--- src/rtl/sonar_pkg.sv ---
// sonar_pkg: shared FSM encoding and result constants for the sonar ranger.
package sonar_pkg;
  typedef enum logic [2:0] {
    S_IDLE,
    S_TRIG,
    S_WAIT_RISE,
    S_MEASURE,
    S_CONVERT,
    S_DONE,
    S_HOLDOFF
  } state_e;
  localparam logic [13:0] SAT_CM      = 14'd9999;
  localparam logic [15:0] TIMEOUT_BCD = 16'h9999;
endpackage

--- src/rtl/bin2bcd_seq.sv ---
// bin2bcd_seq: sequential double-dabble, 14-bit binary to 4 BCD digits in 14 clocks.
module bin2bcd_seq (
  input  logic        clk,
  input  logic        rst,
  input  logic        start,
  input  logic [13:0] bin,
  output logic        done,
  output logic [15:0] bcd
);
  logic [29:0] sr_q, sr_d, adj;
  logic [3:0]  cnt_q;
  always_comb begin
    adj = sr_q;
    for (int i = 0; i < 4; i++)
      adj[14+4*i +: 4] = sr_q[14+4*i +: 4] >= 4'd5 ? sr_q[14+4*i +: 4] + 4'd3 : sr_q[14+4*i +: 4];
    sr_d = start ? {16'b0, bin} : cnt_q != 4'd0 ? {adj[28:0], 1'b0} : sr_q;
  end
  always_ff @(posedge clk or posedge rst)
    if (rst) begin
      sr_q  <= '0;
      cnt_q <= '0;
    end else begin
      sr_q  <= sr_d;
      cnt_q <= start ? 4'd14 : cnt_q != 4'd0 ? cnt_q - 4'd1 : cnt_q;
    end
  // done rides with the final shift so the result is settled on the following cycle
  assign done = cnt_q == 4'd1;
  assign bcd  = sr_q[29:14];
endmodule

--- src/rtl/sonar_distance_bcd.sv ---
// sonar_distance_bcd: HC-SR04 trigger/echo timer producing a BCD centimetre distance.
module sonar_distance_bcd
  import sonar_pkg::*;
#(
  parameter int CLK_FREQ_MHZ = 50,
  parameter int TRIG_US      = 10,
  parameter int US_PER_CM    = 58,
  parameter int TIMEOUT_US   = 25000,
  parameter int PERIOD_MS    = 60
) (
  input  logic        clk,
  input  logic        rst,
  input  logic        enable,
  input  logic        echo,
  output logic        trig,
  output logic [15:0] distance,
  output logic        distance_valid,
  output logic        timeout,
  output logic        busy
);
  localparam int PERIOD_US = PERIOD_MS * 1000;
  localparam int TRIG_CYC  = TRIG_US * CLK_FREQ_MHZ;
  localparam int PW = $clog2(CLK_FREQ_MHZ + 1);
  localparam int SW = $clog2(US_PER_CM + 1);
  localparam int TW = $clog2(TIMEOUT_US + 1);
  localparam int QW = $clog2(PERIOD_US + 1);
  localparam int CW = $clog2(TRIG_CYC + 1);
  state_e        state_q;
  logic [2:0]    sync_q;
  logic [PW-1:0] presc_q;
  logic [SW-1:0] sub_q, sub_d;
  logic [13:0]   cm_q, cm_d;
  logic [TW-1:0] to_q;
  logic [QW-1:0] pc_q;
  logic [CW-1:0] tc_q;
  logic          to_flag_q;
  logic          tick, rise, fall, sub_wrap, to_hit, period_hit, start_trig, conv_start, conv_done;
  logic [15:0]   bcd;
  always_comb begin
    tick       = state_q != S_IDLE && presc_q == PW'(CLK_FREQ_MHZ - 1);
    rise       = sync_q[1] & ~sync_q[2];
    fall       = ~sync_q[1] & sync_q[2];
    sub_wrap   = tick && sub_q == SW'(US_PER_CM - 1);
    sub_d      = sub_wrap ? '0 : sub_q + SW'(tick);
    cm_d       = sub_wrap && cm_q != SAT_CM ? cm_q + 14'd1 : cm_q;
    to_hit     = tick && to_q == TW'(TIMEOUT_US - 1);
    period_hit = pc_q == QW'(PERIOD_US) || (tick && pc_q == QW'(PERIOD_US - 1));
    start_trig = enable && (state_q == S_IDLE || (state_q == S_HOLDOFF && period_hit));
    conv_start = state_q == S_MEASURE && fall;
  end
  // cm_d feeds the converter so a tick on the falling-edge cycle is not lost
  bin2bcd_seq u_bcd (
    .clk  (clk),
    .rst  (rst),
    .start(conv_start),
    .bin  (cm_d),
    .done (conv_done),
    .bcd  (bcd)
  );
  always_ff @(posedge clk or posedge rst)
    if (rst) begin
      state_q        <= S_IDLE;
      sync_q         <= '0;
      presc_q        <= '0;
      sub_q          <= '0;
      cm_q           <= '0;
      to_q           <= '0;
      pc_q           <= '0;
      tc_q           <= '0;
      to_flag_q      <= 1'b0;
      trig           <= 1'b0;
      distance       <= '0;
      distance_valid <= 1'b0;
      timeout        <= 1'b0;
      busy           <= 1'b0;
    end else begin
      sync_q         <= {sync_q[1:0], echo};
      presc_q        <= state_q == S_IDLE || tick ? '0 : presc_q + PW'(1);
      pc_q           <= tick && pc_q != QW'(PERIOD_US) ? pc_q + QW'(1) : pc_q;
      distance_valid <= 1'b0;
      if (start_trig) begin
        state_q <= S_TRIG;
        trig    <= 1'b1;
        busy    <= 1'b1;
        tc_q    <= '0;
        pc_q    <= '0;
      end else
        case (state_q)
          S_IDLE: state_q <= S_IDLE;
          S_TRIG:
            if (tc_q == CW'(TRIG_CYC - 1)) begin
              state_q   <= S_WAIT_RISE;
              trig      <= 1'b0;
              to_q      <= '0;
              to_flag_q <= 1'b0;
            end else tc_q <= tc_q + CW'(1);
          S_WAIT_RISE: begin
            to_q <= to_q + TW'(tick);
            if (to_hit) begin
              state_q   <= S_DONE;
              to_flag_q <= 1'b1;
            end else if (rise) begin
              state_q <= S_MEASURE;
              sub_q   <= '0;
              cm_q    <= '0;
            end
          end
          S_MEASURE: begin
            to_q  <= to_q + TW'(tick);
            sub_q <= sub_d;
            cm_q  <= cm_d;
            if (fall) state_q <= S_CONVERT;
            else if (to_hit) begin
              state_q   <= S_DONE;
              to_flag_q <= 1'b1;
            end
          end
          S_CONVERT: if (conv_done) state_q <= S_DONE;
          S_DONE: begin
            distance       <= to_flag_q ? TIMEOUT_BCD : bcd;
            timeout        <= to_flag_q;
            distance_valid <= 1'b1;
            busy           <= 1'b0;
            state_q        <= S_HOLDOFF;
          end
          S_HOLDOFF: if (period_hit) state_q <= S_IDLE;
          default: state_q <= S_IDLE;
        endcase
    end
endmodule

--- config.mk ---
export PLATFORM = sky130hd
export DESIGN_NAME = sonar_distance_bcd
export DESIGN_NICKNAME = d
export VERILOG_FILES = /design/src/rtl/sonar_pkg.sv /design/src/rtl/bin2bcd_seq.sv /design/src/rtl/sonar_distance_bcd.sv
export SDC_FILE = /design/constraint.sdc
export NUM_CORES = 1
export LEC_CHECK = 0
export ABC_AREA = 1
export ABC_CLOCK_PERIOD_IN_PS = 8000
export BUFFER_PORTS_ARGS = -buffer_cell sky130_fd_sc_hd__buf_2
export CORE_ASPECT_RATIO = 1.4
export CORE_UTILIZATION = 40
export CTS_CLUSTER_DIAMETER = 100
export DETAILED_ROUTE_END_ITERATION = 8
export PLACE_DENSITY = 0.57
export SLEW_MARGIN = 20
export SYNTH_ARGS = -nofsm -noshare
export SYNTH_HDL_FRONTEND = slang
export SYNTH_HIERARCHICAL = 1
export SYNTH_SLANG_ARGS = --single-unit
--- constraint.sdc ---
create_clock -name clk -period 8 [get_ports clk]
set_clock_uncertainty 0.15 [all_clocks]
set_input_delay 0.8 -clock clk [delete_from_list [all_inputs] [get_ports clk]]
set_output_delay 0.8 -clock clk [all_outputs]
set_load 0.03 [all_outputs]
# Word level (Yosys, flattened, before mapping)
# Index checks and enable logic that the tools add are counted.
# Widths: inputs -> output; s select.
totals:
  regBits: 127
  latch_bits: 0
  ram_bits: 0
  romBits: 0
  inputBits: 4
  out_inout_bits: 20
  wordCells: 136
  memories: 0
classes:
  n_addsub: 11
  n_mul: 0
  n_div: 0
  order_cmp: 4
  n_eq_ne: 25
  shift: 0
  n_mux: 44
  n_bitwise: 5
  n_reduce_logical: 31
op_table:
  columns: ["cell", "count"]
  rows:
  - ["$mux 30", 2]
  - ["$mux 16", 3]
  - ["$mux 14", 3]
  - ["$eq 16x16->1 const B", 2]
  - ["$pmux 15 s2", 1]
  - ["$pmux 14 s2", 1]
  - ["$mux 3", 9]
  - ["$mux 9", 3]
  - ["$mux 6", 4]
  - ["$mux 4", 5]
  - ["$pmux 3 s6", 1]
  - ["$add 16x1->16 const B", 1]
  - ["$ge 4x3->1 const B", 4]
  - ["$ne 16x16->1 const B", 1]
  - ["$add 15x1->15", 1]
  - ["$eq 15x15->1 const B", 1]
  - ["$mux 15", 1]
  - ["$add 14x1->14 const B", 1]
  - ["$ne 14x14->1 const B", 1]
  - ["$reduce_bool 2->1", 7]
  - ["$add 4x2->4 const B", 3]
  - ["$eq 6x6->1 const B", 2]
  - ["$pmux 6 s2", 1]
  - ["$ne 2x2->1 const B", 5]
  - ["26 further kinds", 57]

# Logic depth before layout (Yosys ltp)
# Gate-level depths: netlist of the first run.
depth:
  depth_word: 9
  ltp_mapped: 17
  depth_no_buf: 16

# Modules after synthesis
# The synthesis of the first run kept the hierarchy.
by_module_without_submodules:
  columns: ["module", "instances", "cells_each", "area_per_inst_um2", "seq_area_each_um2"]
  rows:
  - ["sonar_distance_bcd", 1, 729, 5664.2, 2327.2]
  - ["bin2bcd_seq", 1, 266, 1995.7, 850.8]

# Least setup slack after synthesis of the first run
# Ideal clock, no wire load.
synth_path:
  kind: "reg2reg"
  from: "reg presc_q[1]"
  to: "reg to_q[14]"
  setup_time_ns: 0.074
  t_arrival_ns: 2.312
  t_required_ns: 7.776
  slack_ns: 5.464
  stages_incl_launch_ff: 17
  n_path_buf: 0
  synth_period_minus_slack_ns: 2.536
  cell_sequence: "dfrtp_1 -> inv_1 -> ha_1 -> nand2_1 -> nor2_1 -> nand2_1 -> nor2_8 -> ha_1 -> ha_1 -> nand2_1 -> nor2_4 -> inv_1 -> nor2_1 -> nand3_1 -> xor2_1 -> or2_2 -> o21ai_2"
synth_via:
  elab_chain_len: 9
  word_cells_on_any_way: 11
  classes_between: "1 x add/sub; 1 x eq/ne; 1 x mux; 1 x bitwise; 7 x reduce/logical"
synth_lines:
  columns: ["item", "line_no", "text"]
  rows:
  - ["start, declared", "sonar_distance_bcd.sv:30", "logic [PW-1:0] presc_q;"]
  - ["start signal, assigned", "sonar_distance_bcd.sv:78", "presc_q <= state_q == S_IDLE || tick ? '0 : presc_q + PW'(1);"]
  - ["$eq 6x6->1 (*)", "sonar_distance_bcd.sv:40", "tick = state_q != S_IDLE && presc_q == PW'(CLK_FREQ_MHZ - 1);"]
  - ["$logic_and 1x1->1 (*)", "sonar_distance_bcd.sv:40", null]
  - ["branches (longest 7 deep; another with $add 15x1->15)", null, null]
  - ["end signal, assigned", "sonar_distance_bcd.sv:98", "to_q <= to_q + TW'(tick);"]
  - ["end signal, assigned", "sonar_distance_bcd.sv:109", "to_q <= to_q + TW'(tick);"]
  - ["end, declared", "sonar_distance_bcd.sv:33", "logic [TW-1:0] to_q;"]
# Every way passes the cells marked *.
# A chain may end at the register's enable or synchronous reset.

# Worst setup path after layout of the first run
# Ends and elaborated chain as after synthesis.

==> results of run 1 <==
-- cell type report --
| cell class | instances | area, µm² | share of cell area (%) |
|---|---|---|---|
| clock inverter | 12 | 87.6 | 1.04 |
| clock buffer | 20 | 447 | 5.30 |
| sequential | 127 | 3180 | 37.7 |
| inverter | 127 | 483 | 5.73 |
| timing repair buffer | 26 | 138 | 1.63 |
| tap | 244 | 305 | 3.62 |
| multi-input combinational | 719 | 3790 | 45.0 |
-- state kept, by name (all words and copies together), names as in the netlist, 3 cells and up --
name / count
sub_q: 6
state_q: 3
u_bcd/sr_q: 30
distance: 16
sync_q: 3
tc_q: 9
presc_q: 6
cm_q: 14
u_bcd/cnt_q: 4
to_q: 15
pc_q: 16
-- worst max-delay path, stage by stage (launching register included) --
cell and delay (ns):
dfrtp_1 0.39, inv_1 0.06, ha_1 0.13, nand2_1 0.04, nor2_1 0.09, nand2_1 0.14
nor2_8 0.19, ha_1 0.19, ha_1 0.16, nand2_1 0.10, nor2_4 0.15, inv_1 0.05
nor2_1 0.14, nand3_1 0.10, xor2_1 0.14, or2_2 0.28, o21ai_2 0.13
-- cell families after synthesis --
logic type / synth area share [%]
simple gates: 35.0
buf+inv: 9.02
compound gates: 7.64
flops: 41.5
fa+ha+maj: 3.76
xor+xnor: 3.09
-- power by group through the flow --
stage                     sequential (mW)  combinational (mW)  clock (mW)
after CTS                           0.651              0.0254       0.721
after floorplan                     0.661              0.0176           0
final                               0.651              0.0239       0.703
after global placement              0.662              0.0252           0
after global routing                0.651              0.0288       0.748
after detailed placement            0.662              0.0253           0
-- stage by stage --
stage | utilization [%] | area [µm²] | setup WS (ns) | instances | hold WS, ns
after floorplan | - | 7660 | 4.63 | 995 | 0.181
after global placement | 42.3 | 7900 | 5.33 | 1243 | 0.182
after detailed placement | 42.3 | 7900 | 5.23 | 1243 | 0.190
after CTS | 45.1 | 8430 | 5.23 | 1275 | 0.203
after global routing | 45.1 | 8430 | 4.95 | 1275 | 0.219
final | 45.1 | 8430 | 5.28 | 1275 | 0.202
-- cells in the final DEF (no fill, tap or decap), types with 3 or more instances in the layout --
cell,Yosys,routed
nor3_1,20,20
o21ai_2,21,21
o21a_1,3,3
dfrtp_1,127,127
nand2_4,4,4
inv_2,10,10
o21ai_1,7,7
xor2_1,26,26
nor2_1,83,83
nand3_2,4,4
nor3b_1,4,4
ha_1,23,23
or2_2,9,9
nand2_1,324,324
nor2_2,5,5
clkinvlp_4,0,5
inv_1,115,114
a21oi_1,12,12
nand4_1,22,22
nand2_2,17,17
o21ai_0,19,19
nand3_1,75,75
a22o_1,8,8
o22a_1,8,8
buf_4,4,3
buf_2,4,23
clkbuf_16,0,17
clkinv_2,1,4
-- worst max-delay path by stage --
stage                           start                         end  slack, ns
2_1_floorplan                     rst            busy$_DFFE_PP0P_       4.63
3_3_place_gp     presc_q[1]$_DFF_PP0_        to_q[14]$_DFFE_PP0P_       5.33
3_5_place_dp   state_q[1]$_DFFE_PP0P_  u_bcd/sr_q[14]$_DFFE_PP0P_       5.23
4_1_cts        state_q[1]$_DFFE_PP0P_  u_bcd/sr_q[16]$_DFFE_PP0P_       5.23
5_1_grt        state_q[1]$_DFFE_PP0P_  u_bcd/sr_q[19]$_DFFE_PP0P_       4.95
6_report         presc_q[1]$_DFF_PP0_        to_q[14]$_DFFE_PP0P_       5.28
-- per-layer routing --
layer	wire, µm	vias to the layer above
met5	0	-
met4	200	0
met3	302	11
met2	8390	77
met1	7470	2963
li1	-	3204
==> qor.yml, run 1 <==
outcome:
  status: "completed"
synthesis:
  ys_top_cells_by_area: "dfrtp_1, nand2_1, inv_1"
  avgSynthCellArea_um2: 7.70
  synth_edf_count: 0
  syn_inst: 995
  ys.flop_type: "dfrtp_1"
  ys_seq_area_share_pct: 41.5
  synth_cell_types: 49
  ys_seq_elements: 127
  synthArstFlopShare_pct: 100
  yosysMostFrequentCell: "nand2_1"
  syn_nets: 1022
  synth_commonest_cells: "nand2_1, dfrtp_1, inv_1, nor2_1, nand3_1"
  syn-cell-area_um2: 7660
  synth_top_cell_area_share_pct: 41.5
  yosysTopAreaCell: "dfrtp_1"
  yosys_warnings: 6
floorplan:
  io_pins: 24
  std_cell_rows: 59
  die_h_um: 166
  initial_core_util_pct: 41.0
  coreArea_um2: 18700
  die_width_um: 119
  die_area_um2: 19700
grt:
  antenna_found_initial: 0
  grt_max_degree: 62
  grt_pass1_wl_um: 28900
  grt.total_usage_pct: 18.0
  grtUsageMet3_pct: 2.40
  overflow: 0
  met1_usage_pct: 22.4
  top_usage_layer: "met2"
  grt_pass1_vias: 6193
  grt_util_met2_pct: 31.8
cts:
  cts_made_buffers: 17
  max-clock-path-buffers: 2
  postCtsSetupBuffers: 0
  insertion_delay_ns: 0.41
  clkTransAtPathRegs_ns: 0.06
  cts_tree: "done"
  clkSinkCount: 127
  root_buffer: "clkbuf_16"
  cts_hold_buf: 0
  htree_levels: 4
  cts-resized-gates: 0
sta:
  max_freq_mhz: 368
  drv_slew: 0
  setup_tns_ns: 0
  worst_pin_slew_ns: 0.807
  rsz0062_at_grt: "false"
  setup_viol: 0
  hold_violations: 0
  slew_headroom_pct: 46.2
  finalCritPeriodShare_pct: 34.0
  period_minus_slack_ns: 2.72
finish:
  diodes: 0
  nFillCells: 1895
  nets: 1045
  drive_above_1_share_pct: 14.0
  syn_to_final_growth_pct: 10.0
pwr:
  internal_power_mw: 1.06
  swShare_pct: 23.3
  p_sw_mw: 0.322
  clockPowerShare_pct: 51.0
  leakage_nw: 4.36
  combPwrFrac_pct: 1.7
  p_per_area_nw_per_um2: 163
  p_seq_share_pct: 47.3
  power_mw: 1.38
  vdd_drop_max_mv: 0.128
worst_setup_path:
  cp-start-kind: "flip-flop"
  r2r_setup_slack_ns: 5.28
  worstReg2RegEnd: "to_q[14]$_DFFE_PP0P_"
  cp-end-kind: "flip-flop"
  cp_data_required_time_ns: 8.19
  path_class: "flip-flop to flip-flop"
  crit_path_max_fanout: 8
  reg2reg_depth: 16
  arrival_ns: 2.90
  rr_startpoint: "presc_q[1]$_DFF_PP0_"
min_path:
  hold_start: "sync_q[0]$_DFF_PP0_"
  hold-path-endpoint: "sync_q[1]$_DFF_PP0_"
  min_path_type: "flip-flop to flip-flop"
  min_path_cells: 0
route:
  routed_wl_um: 16400
  drc: 0
  vias: 6255
  drtIter0Drc: 434
  detail-route-antenna-nets: 0
  wl_per_cell_um: 12.8
  drt-vias-per-instance: 4.91
  dr.pass1.iters: 6
placed_design:
  gp_congestion: 0.839
  dp_hpwl_um: 11500
  numPortBuffers: 23
job:
  drv_cap: 0
Power figures use the tool's default switching activity.
==> run 2: changes to the inputs <==
ABC_AREA = 0   (was 1)
ABC_CLOCK_PERIOD_IN_PS = 2550   (was 8000)
clock period = 2.55 ns   (was 8 ns; I/O delays follow)
==> run 2 against run 1 <==
  * Register-to-register slack lost 5.2 ns
  * Critical endpoint unchanged
  * Cell count fell by 17%
  * First-iteration DRC count rose by 6.2%
  * Global-route usage is 0.94 points higher
  * Highest routed layer unchanged
  * Combinational power up 130%
==> qor.yml, run 2 <==
outcome:
  status: "completed"
worst_setup_path:
  cp.buffers_inverters: 1  # -1
  arrival_ns: 2.64  # -0.26 ns
  cp-end-kind: "flip-flop"
  crit_chain: "inv_1 > ha_1 > nand4b_1 > nor3_4 > ha_4 > ha_4 > and3_4 > and4_4 > nand4_1 > and2_1 > o21ai_1 > o31ai_1"
  rr_startpoint: "presc_q[1]$_DFF_PP0_"
  crit_path_max_fanout: 5  # -3
  cp_top_family: "simple AND/OR/NAND/NOR gates"
  cpPeakStageDelay_ns: 0.38  # about the same
  cp_slowest_cell: "dfrtp_1"
  path_class: "flip-flop to flip-flop"
  critPathLaunch: "presc_q[1]$_DFF_PP0_"
  cp_data_required_time_ns: 2.70  # -5.49 ns
  cp_common_cell: "ha_4"
  cp-start-kind: "flip-flop"
route:
  dr.pass1.iters: 6  # unchanged
  detail-route-antenna-nets: 0  # unchanged
  drt-vias-per-instance: 5.38  # +9.6%
  drtIter0Drc: 461  # +6.2%
  drc: 0  # unchanged
  vias: 5675  # -9.3%
  wl_per_cell_um: 15.0  # +17%
  routed_wl_um: 15900  # -3.1%
grt:
  grt_pass1_vias: 5777  # -6.7%
  grt_pass1_wl_um: 27400  # -5.1%
  overflow: 0  # unchanged
  grt.total_usage_pct: 19.0  # +0.94 points
  antenna_found_initial: 0  # unchanged
  grt_max_degree: 61  # -1.6%
cts:
  max-clock-path-buffers: 2  # unchanged
  root_buffer: "clkbuf_16"
  insertion_delay_ns: 0.43  # +0.02 ns
  clkTransAtPathRegs_ns: 0.06  # about the same
  clkSinkCount: 127  # unchanged
  cts_tree: "done"
  htree_levels: 4  # unchanged
  cts_made_buffers: 17  # unchanged
sta:
  max_freq_mhz: 401  # +9.1%
  setup_viol: 0  # unchanged
  finalCritPeriodShare_pct: 97.7  # +64 points
  rsz0062_at_grt: "true"
  period_minus_slack_ns: 2.49  # -0.227 ns
  worst_pin_slew_ns: 0.649  # -0.158 ns
  hold_violations: 0  # unchanged
  slew_headroom_pct: 56.6  # +10 points
  drv_slew: 0  # unchanged
pwr:
  power_mw: 4.60  # +230%
  p_per_area_nw_per_um2: 550  # +240%
  vdd_drop_max_mv: 0.377  # +190%
  leakage_nw: 3.67  # -16%
finish:
  mostFrequentLayoutCells: "dfrtp_1, nand2_1, nor2_1, o21ai_0, buf_4"
  largest_reg_flops: 30  # unchanged
  fin_util_pct: 48.4  # +3.3 points
  nFillCells: 1635  # -14%
  syn_to_final_growth_pct: 18.6
  final_common_cell: "dfrtp_1"
  final_area_um2: 8360  # -0.86%
  drive_above_1_share_pct: 16.1  # +2.2 points
  reg_top3: "u_bcd/sr_q: 30 flops, distance: 16 flops, pc_q: 16 flops"
  top_register: "u_bcd/sr_q"
  diodes: 0  # unchanged
  nets: 833  # -20%
job:
  drv_cap: 0  # unchanged
floorplan:
  die_h_um: 159  # -4.1%
  io_pins: 24  # unchanged
  die_width_um: 114  # -4.0%
  std_cell_rows: 57  # -3.4%
  die_area_um2: 18200  # -7.9%
  initial_core_util_pct: 40.8  # -0.20 points
  coreArea_um2: 17300  # -7.6%
synthesis:
  avgSynthCellArea_um2: 9.29  # +21%
  yosysTopAreaCell: "dfrtp_1"
  ys_seq_area_share_pct: 45.1  # +3.6 points
  synthArstFlopShare_pct: 100  # unchanged
  synth_commonest_cells: "dfrtp_1, nand2_1, nor2_1, o21ai_0, inv_1"
  syn_nets: 785  # -23%
  ys_top_cells_by_area: "dfrtp_1, o21ai_0, nand2_1"
  synth_top_cell_area_share_pct: 45.1  # +3.6 points
  synth_cell_types: 64  # +31%
  ys_seq_elements: 127  # unchanged
  yosysMostFrequentCell: "dfrtp_1"
  syn-cell-area_um2: 7040  # -8.0%
  synth_edf_count: 0  # unchanged
  ys.flop_type: "dfrtp_1"
  yosys_warnings: 6  # unchanged
  syn_inst: 758  # -24%
placed_design:
  placed_area_um2: 7630  # -3.4%
  numPortBuffers: 23  # unchanged
  gp_congestion: 0.819  # -2.4%
  dp_hpwl_um: 11100  # -3.4%
min_path:
  min_path_type: "flip-flop to flip-flop"
  hold_start: "sync_q[0]$_DFF_PP0_"
-- run 2: cell count changes in the layout (fill, tap and decap cells not counted), sizes merged, moves of 17 or more --
cell / before / now
inv: 128 / 33
nand3: 80 / 29
or3: 0 / 17
buf: 26 / 67
nand2: 347 / 83
xnor2: 1 / 20
o21ai: 47 / 66
nor2: 92 / 71
-- run 2: kinds of logic after synthesis --
logic type	after synthesis	synth area share (%)
simple gates	304	22.4
compound gates	175	16.6
mux	15	2.17
flops	127	45.1
xor+xnor	42	5.22
fa+ha+maj	23	4.09
buf+inv	72	4.41
-- run 2: report_power, final --
| part | total (mW) | switching (mW) | internal, mW | leakage, nW |
|---|---|---|---|---|
| Sequential | 2.02 | 0.00241 | 2.02 | 1.62 |
| Combinational | 0.0550 | 0.0449 | 0.0101 | 1.75 |
| Clock | 2.52 | 0.935 | 1.59 | 0.292 |
| Total | 4.60 | 0.982 | 3.62 | 3.67 |
-- run 2: path summary, 6_finish.rpt --
path / endpoint / slack [ns] / depth (start not counted)
max: to_q[14]$_DFFE_PP0P_ / 0.06 / 12
min: sync_q[1]$_DFF_PP0_ / 0.21 / 0
max reg2reg: to_q[14]$_DFFE_PP0P_ / 0.06 / 12
min reg2reg: sync_q[1]$_DFF_PP0_ / 0.21 / 0
max in group asynchronous: pc_q[6]$_DFFE_PP0P_ / 1.14 / 4
min in group asynchronous: distance[2]$_DFFE_PP0P_ / 0.32 / 3
-- run 2: metrics by stage --
step                worst slack [ns]  hold WS [ns]  cells  setup TNS (ns)
floorplan                     -0.161         0.136    758          -0.426
global placement              0.0491         0.189   1013               0
detailed placement           -0.0513         0.196   1013         -0.0513
CTS                           0.0122         0.209   1050               0
global route                  -0.112         0.211   1055          -0.789
finish                        0.0584         0.208   1055               0
-- run 2: final cells by class --
| cell class | count | area (µm²) | share of cell area (%) |
|---|---|---|---|
| well taps | 236 | 295 | 3.53 |
| multi-input cells | 559 | 3640 | 43.6 |
| repair buffers | 69 | 503 | 6.02 |
| clock inverters | 13 | 161 | 1.93 |
| inverters | 32 | 124 | 1.48 |
| flip-flops and latches | 127 | 3180 | 38.0 |
| clock buffers | 19 | 453 | 5.42 |
-- run 2: what timing repair did --
| item | 4_1_cts | 5_1_grt |
|---|---|---|
| setup endpoints to repair | 2 | 26 |
| resized for setup | 1 | 11 |
| setup buffers | 3 | 5 |
| pin swaps | 2 | 4 |
| hold buffers | 2 | 0 |
| endpoints found under the hold margin | 60 | 0 |
-- run 2: per-layer routing --
metal  part of all wire, %  GRT usage, %  up-vias
li1                      -             -     2787
met1                    43          22.0     2763
met2                    53          33.7      104
met3                   2.7          4.04       21
met4                   1.3          7.20        0
met5                     0             0        -
==> run 3: changes to the inputs <==
MAX_ROUTING_LAYER = met4   (was default)
SETUP_SLACK_MARGIN = 0.4   (was default)
==> run 3 against run 2 <==
  * Setup slack lost 0.0066 ns
  * Via count rose by 4.7%
  * Worst hold slack lost 0.012 ns
  * Non-clock buffer count is 39 higher
  * Cell count grew 3.7%
  * Register-to-register slack is essentially flat
  * Total power is 1.1% higher
  * Sequential power hardly changed
  * Clock power rose by 2%
  * Critical path type unchanged
  * Critical endpoint is now to_q[10]$_DFFE_PP0P_
==> qor.yml, run 3 (same netlist as run 2, synthesis figures left out) <==
placed_design:
  numPortBuffers: 23  # unchanged
  dp_cells: 1017  # +0.39%
  dp_hpwl_um: 10800  # -2.6%
  gp_congestion: 0.862  # +5.1%
sta:
  slew_headroom_pct: 62.3  # +5.7 points
  period_minus_slack_ns: 2.50  # +0.00663 ns
  hold_violations: 0  # unchanged
  worst_pin_slew_ns: 0.565  # -0.0838 ns
  max_freq_mhz: 400  # -0.27%
  finalCritPeriodShare_pct: 98.0  # +0.26 points
  rsz0062_at_grt: "true"
  drv_slew: 0  # unchanged
  holdWs_ns: 0.196  # -0.0120 ns
  setup_viol: 0  # unchanged
grt:
  grt_pass1_wl_um: 27900  # +1.8%
  antenna_found_initial: 0  # unchanged
  grt_pass1_vias: 5811  # +0.59%
  grt_max_degree: 94  # +54%
  grt.total_usage_pct: 19.8  # +0.80 points
  overflow: 0  # unchanged
route:
  drtIter0Drc: 364  # -21%
  detail-route-antenna-nets: 0  # unchanged
  wl_per_cell_um: 15.5  # +3.3%
  drt-vias-per-instance: 5.43  # +0.94%
  dr.pass1.iters: 5  # -1
  vias: 5940  # +4.7%
  drc: 0  # unchanged
  routed_wl_um: 17000  # +7.1%
finish:
  reg_top3: "u_bcd/sr_q: 30 flops, distance: 16 flops, pc_q: 16 flops"
  final_cells: 1094  # +3.7%
  mostFrequentLayoutCells: "dfrtp_1, nand2_1, nor2_1, buf_4, o21ai_0"
  syn_to_final_growth_pct: 31.4
  top_register: "u_bcd/sr_q"
  nets: 872  # +4.7%
  drive_above_1_share_pct: 26.1  # +10 points
  final_common_cell: "dfrtp_1"
  largest_reg_flops: 30  # unchanged
  diodes: 0  # unchanged
outcome:
  status: "completed"
min_path:
  hold_start: "sync_q[0]$_DFF_PP0_"
  min_path_cells: 0  # unchanged
  hold-path-endpoint: "sync_q[1]$_DFF_PP0_"
  min_path_type: "flip-flop to flip-flop"
pwr:
  vdd_drop_max_mv: 0.379  # +0.57%
  p_per_area_nw_per_um2: 502  # -8.7%
  power_mw: 4.65  # +1.1%
  leakage_nw: 4.10  # +12%
cts:
  insertion_delay_ns: 0.42  # about the same
  cts_made_buffers: 17  # unchanged
  clkTransAtPathRegs_ns: 0.06  # about the same
  clkSinkCount: 127  # unchanged
  root_buffer: "clkbuf_16"
  htree_levels: 4  # unchanged
  cts_tree: "done"
  max-clock-path-buffers: 2  # unchanged
worst_setup_path:
  reg2reg_depth: 12  # unchanged
  worstReg2RegEnd: "to_q[10]$_DFFE_PP0P_"
  r2r_setup_slack_ns: 0.05  # about the same
  crit_chain: "inv_1 > ha_1 > nand4b_1 > nor3_4 > ha_4 > ha_4 > and3_4 > and4_4 > buf_4 > a21oi_1 > o31ai_1 > o21ai_1"
  cp_data_required_time_ns: 2.70  # about the same
  cp-start-kind: "flip-flop"
  cp_common_cell: "ha_4"
  cp-end-kind: "flip-flop"
  cp_slowest_cell: "dfrtp_1"
  rr_startpoint: "presc_q[1]$_DFF_PP0_"
  path_class: "flip-flop to flip-flop"
  arrival_ns: 2.65  # about the same
  cpPeakStageDelay_ns: 0.38  # about the same
  crit_path_max_fanout: 4  # -1
floorplan:
  coreArea_um2: 17300  # unchanged
  die_h_um: 159  # unchanged
  io_pins: 24  # unchanged
  die_area_um2: 18200  # unchanged
  die_width_um: 114  # unchanged
  std_cell_rows: 57  # unchanged
  initial_core_util_pct: 40.8  # unchanged
job:
  drv_cap: 0  # unchanged
## run 3: cell count changes in the layout (fill, tap and decap cells not counted), moves of 7 or more
cell     before  now
o21ai_0      59   36
o21ai_1       7   24
buf_4        41   56
nand3_1      27   20
buf_6         0   12
## run 3: report_power, final
group | total [mW] | internal (mW) | leakage (nW) | switching, mW
clock | 2.57 | 1.57 | 0.304 | 1.00
combinational | 0.0541 | 0.00917 | 2.18 | 0.0449
sequential | 2.02 | 2.02 | 1.62 | 0.00267
total | 4.65 | 3.60 | 4.10 | 1.05
## run 3: area by class of cell
cell class | count | area, µm²
timing repair buffer | 108 | 1020
multi-input combinational | 559 | 4020
clock buffer | 17 | 425
inverter | 32 | 124
tap | 236 | 295
clock inverter | 15 | 199
fill | 1562 | 8000
sequential | 127 | 3180
## run 3: worst max path at each step
| stage | endpoint | cells past startpoint | start | slack [ns] |
|---|---|---|---|---|
| after detailed placement | to_q[14]$_DFFE_PP0P_ | 12 | presc_q[1]$_DFF_PP0_ | 0.01 |
| after global placement | to_q[14]$_DFFE_PP0P_ | 12 | presc_q[1]$_DFF_PP0_ | 0.05 |
| after CTS | sub_q[4]$_DFFE_PP0P_ | 11 | presc_q[1]$_DFF_PP0_ | 0.11 |
| after global routing | to_q[10]$_DFFE_PP0P_ | 12 | presc_q[1]$_DFF_PP0_ | -0.07 |
| final | to_q[10]$_DFFE_PP0P_ | 12 | presc_q[1]$_DFF_PP0_ | 0.05 |
| after floorplan | to_q[14]$_DFFE_PP0P_ | 13 | presc_q[1]$_DFF_PP0_ | -0.16 |
## run 3: metal layers
metal	vias to the layer above	share of wire, %	GRT usage, %	routed length, µm
met5	-	0	-	0
met4	0	2.2	7.56	378
met3	31	2.4	3.88	413
met2	106	53	33.7	9010
met1	2927	42	22.6	7180
li1	2876	-	-	-
## run 3: stage by stage
step | TNS (ns) | instance area (µm²) | util (%) | setup WS [ns]
5_1_grt | -0.314 | 9260 | 53.6 | -0.0733
2_1_floorplan | -0.426 | 7160 | - | -0.161
4_1_cts | 0 | 8640 | 50.1 | 0.111
3_5_place_dp | 0 | 7690 | 44.5 | 0.0100
6_report | 0 | 9260 | 53.6 | 0.0518
3_3_place_gp | 0 | 7690 | 44.5 | 0.0521
## run 3: what timing repair did
item                       4_1_cts  5_1_grt
resized for setup               31       87
hold buffers                     2        0
hold endpoints to repair       128        0
cloned                           3        4
pin swaps                       12       37
setup buffers                   18       18
setup endpoints to repair       72       82
## run 3: critical path: cells and delay by family (launching register included)
family | cells | cell delay, ns
flip-flops | 1 | 0.38
AND/OR/NAND/NOR | 4 | 0.85
buffers and inverters | 2 | 0.18
adder cells (fa/ha/maj) | 3 | 0.45
AO/OA/AOI/OAI | 3 | 0.35
